$ cat src/rtl/fpu_req_issuer.sv
// rtl/fpu_req_issuer.sv - FPU request issuer: request FIFO, tagged issue, per-tag result scoreboard (optional stall: FPU_ISSUER_RAND_STALL_EN)
module fpu_req_issuer #(
    parameter int NUM_OPERANDS = 3,
    parameter int WIDTH        = 16,
    parameter int DEPTH        = 4,
    parameter int TAG_W        = 2,
    parameter int CNT_W        = 16
) (
    input  logic                          i_clk,
    input  logic                          i_rst,
    input  logic                          i_req_valid,
    output logic                          o_req_ready,
    input  logic [NUM_OPERANDS*WIDTH-1:0] i_req_operands,
    input  logic [3:0]                    i_req_op,
    input  logic                          i_req_op_mod,
    input  logic [2:0]                    i_req_rnd_mode,
    input  logic [2:0]                    i_req_src_fmt,
    input  logic [2:0]                    i_req_dst_fmt,
    input  logic [1:0]                    i_req_int_fmt,
    input  logic [WIDTH-1:0]              i_req_exp,
    output logic [NUM_OPERANDS*WIDTH-1:0] o_fpu_operands,
    output logic [3:0]                    o_fpu_op,
    output logic                          o_fpu_op_mod,
    output logic [2:0]                    o_fpu_rnd_mode,
    output logic [2:0]                    o_fpu_src_fmt,
    output logic [2:0]                    o_fpu_dst_fmt,
    output logic [1:0]                    o_fpu_int_fmt,
    output logic                          o_fpu_vectorial,
    output logic [TAG_W-1:0]              o_fpu_tag_i,
    output logic                          o_fpu_in_valid,
    input  logic                          i_fpu_in_ready,
    output logic                          o_fpu_flush,
    input  logic [WIDTH-1:0]              i_fpu_result,
    input  logic [TAG_W-1:0]              i_fpu_tag_o,
    input  logic                          i_fpu_out_valid,
    output logic                          o_fpu_out_ready,
    input  logic                          i_flush,
    output logic [CNT_W-1:0]              o_pass_cnt,
    output logic [CNT_W-1:0]              o_fail_cnt,
    output logic                          o_tag_err,
    output logic                          o_idle
);
    localparam int AW      = $clog2(DEPTH);
    localparam int OPW     = NUM_OPERANDS * WIDTH;
    localparam int ENTRY_W = OPW + 4 + 1 + 3 + 3 + 3 + 2 + WIDTH;
    localparam int NTAG    = 2 ** TAG_W;

    localparam logic [AW:0]      PTR_ONE  = (AW + 1)'(1);
    localparam logic [TAG_W:0]   OUT_ONE  = (TAG_W + 1)'(1);
    localparam logic [TAG_W:0]   OUT_MAX  = (TAG_W + 1)'(NTAG);
    localparam logic [TAG_W-1:0] TAG_ONE  = TAG_W'(1);
    localparam logic [CNT_W-1:0] CNT_ONE  = CNT_W'(1);

    logic [ENTRY_W-1:0] r_mem [DEPTH];
    logic [AW:0]        r_wptr;
    logic [AW:0]        r_rptr;
    logic [TAG_W:0]     r_outstanding;
    logic [TAG_W-1:0]   r_issue_tag;
    logic [NTAG-1:0]    r_sb_v;
    logic [WIDTH-1:0]   r_sb_exp [NTAG];
    logic [CNT_W-1:0]   r_pass_cnt;
    logic [CNT_W-1:0]   r_fail_cnt;
    logic               r_tag_err;

    logic               w_empty;
    logic               w_full;
    logic               w_push;
    logic               w_issue;
    logic               w_room;
    logic [ENTRY_W-1:0] w_head;
    logic [WIDTH-1:0]   w_head_exp;
    logic               w_ret;
    logic               w_ret_hit;
    logic               w_ret_miss;
    logic               w_match;

    // Pointers carry one extra wrap bit so full and empty are distinguishable
    assign w_empty = (r_wptr == r_rptr);
    assign w_full  = (r_wptr[AW-1:0] == r_rptr[AW-1:0]) && (r_wptr[AW] != r_rptr[AW]);
    assign w_head  = r_mem[r_rptr[AW-1:0]];

    assign {o_fpu_operands, o_fpu_op, o_fpu_op_mod, o_fpu_rnd_mode,
            o_fpu_src_fmt, o_fpu_dst_fmt, o_fpu_int_fmt, w_head_exp} = w_head;

    assign o_req_ready     = !w_full && !i_rst;
    assign w_push          = i_req_valid && o_req_ready && !i_flush;
    assign w_room          = (r_outstanding < OUT_MAX);
    assign o_fpu_in_valid  = !w_empty && w_room && !i_flush && !i_rst;
    assign w_issue         = o_fpu_in_valid && i_fpu_in_ready;
    assign o_fpu_tag_i     = r_issue_tag;
    assign o_fpu_vectorial = 1'b0;
    assign o_fpu_flush     = i_flush && !i_rst;

    // A result arriving during flush is discarded entirely
    assign w_ret      = i_fpu_out_valid && o_fpu_out_ready && !i_flush;
    assign w_ret_hit  = w_ret && r_sb_v[i_fpu_tag_o];
    assign w_ret_miss = w_ret && !r_sb_v[i_fpu_tag_o];
    assign w_match    = (i_fpu_result == r_sb_exp[i_fpu_tag_o]);

    assign o_pass_cnt = r_pass_cnt;
    assign o_fail_cnt = r_fail_cnt;
    assign o_tag_err  = r_tag_err;
    assign o_idle     = w_empty && (r_outstanding == '0);

`ifdef FPU_ISSUER_RAND_STALL_EN
    logic [15:0] r_lfsr;
    logic        w_lfsr_fb;

    assign w_lfsr_fb       = r_lfsr[0] ^ r_lfsr[2] ^ r_lfsr[3] ^ r_lfsr[5];
    assign o_fpu_out_ready = r_lfsr[0];

    // Free-running LFSR (x^16+x^14+x^13+x^11+1) throttles result acceptance
    always_ff @(posedge i_clk) begin
        if (i_rst) r_lfsr <= 16'hACE1;
        else       r_lfsr <= {w_lfsr_fb, r_lfsr[15:1]};
    end
`else
    assign o_fpu_out_ready = !i_rst;
`endif

    // FIFO storage; contents need no reset since pointers gate visibility
    always_ff @(posedge i_clk) begin
        if (w_push) begin
            r_mem[r_wptr[AW-1:0]] <= {i_req_operands, i_req_op, i_req_op_mod, i_req_rnd_mode,
                                      i_req_src_fmt, i_req_dst_fmt, i_req_int_fmt, i_req_exp};
        end
    end

    // FIFO pointers; flush empties by catching the read pointer up
    always_ff @(posedge i_clk) begin
        if (i_rst) begin
            r_wptr <= '0;
            r_rptr <= '0;
        end else if (i_flush) begin
            r_rptr <= r_wptr;
        end else begin
            if (w_push)  r_wptr <= r_wptr + PTR_ONE;
            if (w_issue) r_rptr <= r_rptr + PTR_ONE;
        end
    end

    // Expected value captured per tag at issue time
    always_ff @(posedge i_clk) begin
        if (w_issue) r_sb_exp[r_issue_tag] <= w_head_exp;
    end

    // Scoreboard valid bits; issue and retire never hit the same tag in one cycle
    always_ff @(posedge i_clk) begin
        if (i_rst || i_flush) begin
            r_sb_v <= '0;
        end else begin
            if (w_issue)   r_sb_v[r_issue_tag] <= 1'b1;
            if (w_ret_hit) r_sb_v[i_fpu_tag_o] <= 1'b0;
        end
    end

    // Issue tag counter survives flush so tags keep advancing
    always_ff @(posedge i_clk) begin
        if (i_rst)        r_issue_tag <= '0;
        else if (w_issue) r_issue_tag <= r_issue_tag + TAG_ONE;
    end

    // Outstanding count; simultaneous issue and retire cancel out
    always_ff @(posedge i_clk) begin
        if (i_rst || i_flush) begin
            r_outstanding <= '0;
        end else begin
            case ({w_issue, w_ret_hit})
                2'b10:   r_outstanding <= r_outstanding + OUT_ONE;
                2'b01:   r_outstanding <= r_outstanding - OUT_ONE;
                default: r_outstanding <= r_outstanding;
            endcase
        end
    end

    // Saturating pass/fail counters and sticky unknown-tag flag
    always_ff @(posedge i_clk) begin
        if (i_rst) begin
            r_pass_cnt <= '0;
            r_fail_cnt <= '0;
            r_tag_err  <= 1'b0;
        end else begin
            if (w_ret_hit && w_match && (r_pass_cnt != '1))
                r_pass_cnt <= r_pass_cnt + CNT_ONE;
            if (w_ret_hit && !w_match && (r_fail_cnt != '1))
                r_fail_cnt <= r_fail_cnt + CNT_ONE;
            if (w_ret_miss)
                r_tag_err <= 1'b1;
        end
    end
endmodule
$ cat config.mk
export PLATFORM = sky130hd
export DESIGN_NAME = fpu_req_issuer
export DESIGN_NICKNAME = d
export VERILOG_FILES = /design/src/rtl/fpu_req_issuer.sv
export SDC_FILE = /design/constraint.sdc
export NUM_CORES = 1
export LEC_CHECK = 0
export CORE_UTILIZATION = 45
export DETAILED_ROUTE_END_ITERATION = 8
export PLACE_DENSITY_LB_ADDON = 0.25
export RECOVER_POWER = 100
export SLEW_MARGIN = 40
export SYNTH_ARGS = -nofsm -noshare
export SYNTH_HDL_FRONTEND = slang
export SYNTH_SLANG_ARGS = --single-unit
export TNS_END_PERCENT = 5
$ cat constraint.sdc
create_clock -name i_clk -period 4.3 [get_ports i_clk]
set_input_delay 0.86 -clock i_clk [delete_from_list [all_inputs] [get_ports i_clk]]
set_output_delay 0.86 -clock i_clk [all_outputs]
set_load 0.03 [all_outputs]
==> results.py <==
metrics = {
    "run_status": {
        "status": "complete, but fails checks",
        "violations": "max-capacitance violations, max-slew violations",
    },
    "yosys": {
        "synthArstFlopShare_pct": 0,
        "synth_edf_count": 384,
        "synthCells": 906,
        "avgSynthCellArea_sq_um": 18.9,
        "yosysSeqAreaShare_pct": 73.3,
        "syn_nets": 1023,
        "synth_area_sq_um": 17100,
        "synth_warnings": 0,
        "ys_ff_latch": 434,
        "synth_cell_types": 43,
        "ys.flop_type": "edfxtp_1",
    },
    "cts": {
        "h-tree-depth": 2,
        "cts_max_path_buffers": 3,
        "clk_latency_ns": 0.56,
        "cts_setup_buffers": 0,
        "cts_root_buffer": "clkbuf_16",
        "postCtsHoldBufs": 0,
        "clk_pin_slew_worst_paths_ns": 0.06,
        "cts_buffers": 45,
        "clock-sinks": 434,
        "cts_tree": "yes",
        "cts_resized": 0,
    },
    "detailed_routing": {
        "drc": 0,
        "wirelength_um": 32900,
        "drt_iter0_drc": 402,
        "wl_per_cell_um": 20.0,
        "first_pass_iters": 5,
        "ant_nets": 0,
        "post_drt_via_cell_ratio": 5.19,
        "vias": 8512,
    },
    "pwr": {
        "switching_share_pct": 21.3,
        "seq_power_share_pct": 52.0,
        "power.internal_uw": 7080,
        "pwr-share-comb_pct": 7.3,
        "clockPowerShare_pct": 40.7,
        "ir_worst_vdd_uv": 387,
        "power.total_uw": 8990,
        "netSwitchingPower_uw": 1910,
        "power_leakage_uw": 0.00673,
        "power_density_nw_per_um2": 431,
    },
    "finish": {
        "syn2layout_area_growth_pct": 22.1,
        "drive_above_1_share_pct": 17.8,
        "fill_cells": 2988,
        "multi_input_area_sq_um": 3860,
        "ff_latch_area_sq_um": 12500,
        "final_area_sq_um": 20900,
        "nets": 1208,
        "final_cells": 1640,
    },
    "die": {
        "core-area_sq_um": 37500,
        "start_util_pct": 45.6,
        "rows": 71,
        "ioPinCount": 209,
        "chipHeight_um": 197,
        "die_area_sq_um": 38800,
        "die_w_um": 197,
    },
    "timing": {
        "setup_viol": 0,
        "min_period_ns": 3.80,
        "period_share_pct": 88.5,
        "maxSlewHeadroom_pct": -7.57,
        "hold_violations": 0,
        "tightest_slew_ns": 1.61,
        "clock_skew_ns": 0.0242,
        "timing.fmax_mhz": 263,
        "rsz0062_at_grt": "false",
        "worst_slack_ns": 0.495,
        "tns_ns": 0,
        "finalMaxSlewViolations": 46,
    },
    "placement": {
        "dp_slack_ns": 0.155,
        "dp_cells": 1555,
        "dp_hpwl_um": 21000,
        "port-buffer-count": 207,
        "place_area_sq_um": 19600,
        "routabilityCongestion": 0.777,
    },
    "hold_path": {
        "hp-class": "flip-flop to flip-flop",
    },
    "global_routing": {
        "grt_usage_pct": 17.3,
        "gr-total-overflow": 0,
        "antenna_found_initial": 10,
        "grt_pass1_wl_um": 50400,
        "grt_pass1_vias": 8819,
        "grt_max_degree": 42,
    },
    "setup_path": {
        "cp_max_fo": 17,
        "end_kind": "output pin",
        "critical_path_class": "flip-flop to output pin",
        "crit_arrival_ns": 2.94,
        "cp_data_required_time_ns": 3.44,
        "cp-start-kind": "flip-flop",
    },
    "flow_run": {
        "cap_violations": 2,
    },
}
## power by group through the flow
stage	Combinational (uW)	Clock (uW)	Sequential (uW)
2_1_floorplan	453	0	4750
3_3_place_gp	700	0	4760
3_5_place_dp	708	0	4760
4_1_cts	712	3760	4680
5_1_grt	705	3910	4680
6_report	660	3650	4680
## worst paths after layout
path                          startpoint  depth (start not counted)  slack, ns                     end
setup reg to reg  r_wptr[0]$_SDFFE_PP0P_                          5       1.29  r_mem[2][66]$_DFFE_PP_
hold reg to reg   o_tag_err$_SDFFE_PP0P_                          2       0.47  o_tag_err$_SDFFE_PP0P_
setup / recovery               flip-flop                          3       0.50             o_fpu_op[2]
hold / removal    o_tag_err$_SDFFE_PP0P_                          2       0.47  o_tag_err$_SDFFE_PP0P_
## cell usage after synthesis (5+ instances only)
library cell / n / share of area, %
edfxtp_1: 384 / 67
mux4_2: 97 / 13
buf_4: 64 / 2.8
dfxtp_1: 50 / 5.9
nor2_1: 30 / 0.66
clkbuf_1: 26 / 0.57
a21oi_1: 21 / 0.61
nand3_1: 21 / 0.61
xnor2_1: 21 / 1.1
nand2_1: 18 / 0.40
inv_1: 16 / 0.35
nand4_1: 14 / 0.51
and3_1: 12 / 0.44
buf_1: 12 / 0.26
ha_1: 12 / 0.88
o31ai_1: 12 / 0.53
or4_1: 11 / 0.48
and2_1: 9 / 0.33
mux2_2: 7 / 0.46
nor2b_1: 7 / 0.26
o21ai_0: 7 / 0.20
nor4_1: 6 / 0.22
or3_1: 6 / 0.22
a211oi_1: 5 / 0.22
## logic make-up (layout without fill, tap and decap cells)
group,after synthesis,count (layout),share of synthesized area (%)
buffers and inverters,122,340,4.14
xor gates and xnor gates,25,25,1.28
DFF,434,434,73.3
adders and majority gates,13,13,0.995
and+or+nand+nor,145,145,4.55
AOI/OAI and AO/OA,58,58,2.24
muxes,108,108,13.5
other,1,6,0.0219
## flip-flops by register name (all words and copies together), names as in the netlist, named ones only
name           flops
r_rptr             3
o_fail_cnt        16
r_outstanding      3
r_wptr             3
r_sb_v             4
o_fpu_tag_i        2
r_sb_exp          64
o_tag_err          1
o_pass_cnt        16
r_mem            320
## layout by cell type (no fill, tap or decap), types with 4 or more instances in the layout
cell and n:
nand4_1 14, clkinv_2 9, ha_1 12, mux4_2 97, clkbuf_16 46, xnor2_1 21
mux2_2 7, o21ai_0 7, buf_4 12, or4_1 11, or3_1 6, a21oi_1 21
nand3_1 21, nor2b_1 7, clkbuf_1 28, and3_1 12, a211oi_1 5, mux2i_1 4
xor2_1 4, edfxtp_1 384, nand2_1 18, inv_1 16, dfxtp_1 48, diode_2 5
and2_1 6, buf_12 8, o31ai_1 12, clkdlybuf4s50_1 39, clkinv_1 5, dlygate4sd3_1 166
nor4_1 6, nor2_1 30
## metal layers
metal	track usage (%)	part of all wire [%]
met1	22.0	42
met2	28.1	49
met3	5.72	7.0
met4	5.66	2.0
met5	0	0.17
## critical path: stages (launching register included)
cell,delay [ns]
dfxtp_4,0.55
clkbuf_2,0.61
mux4_2,0.62
clkdlybuf4s50_1,0.61
## through the flow
stage,util (%),hold slack [ns]
2_1_floorplan,-,0.471
3_3_place_gp,52.3,0.462
3_5_place_dp,52.3,0.465
4_1_cts,56.0,0.478
5_1_grt,55.7,0.487
6_report,55.7,0.470
## final cells by class
| cell class | count | share of cell area (%) |
|---|---|---|
| Multi-Input combinational cell | 350 | 18.5 |
| Sequential cell | 434 | 60.1 |
| Timing Repair Buffer | 243 | 11.4 |
| Clock inverter | 19 | 0.779 |
| Clock buffer | 61 | 5.88 |
| Antenna cell | 5 | 0.0599 |
| Inverter | 17 | 0.306 |
| Tap cell | 511 | 3.06 |
No activity file was read; power rests on OpenSTA's default activity.
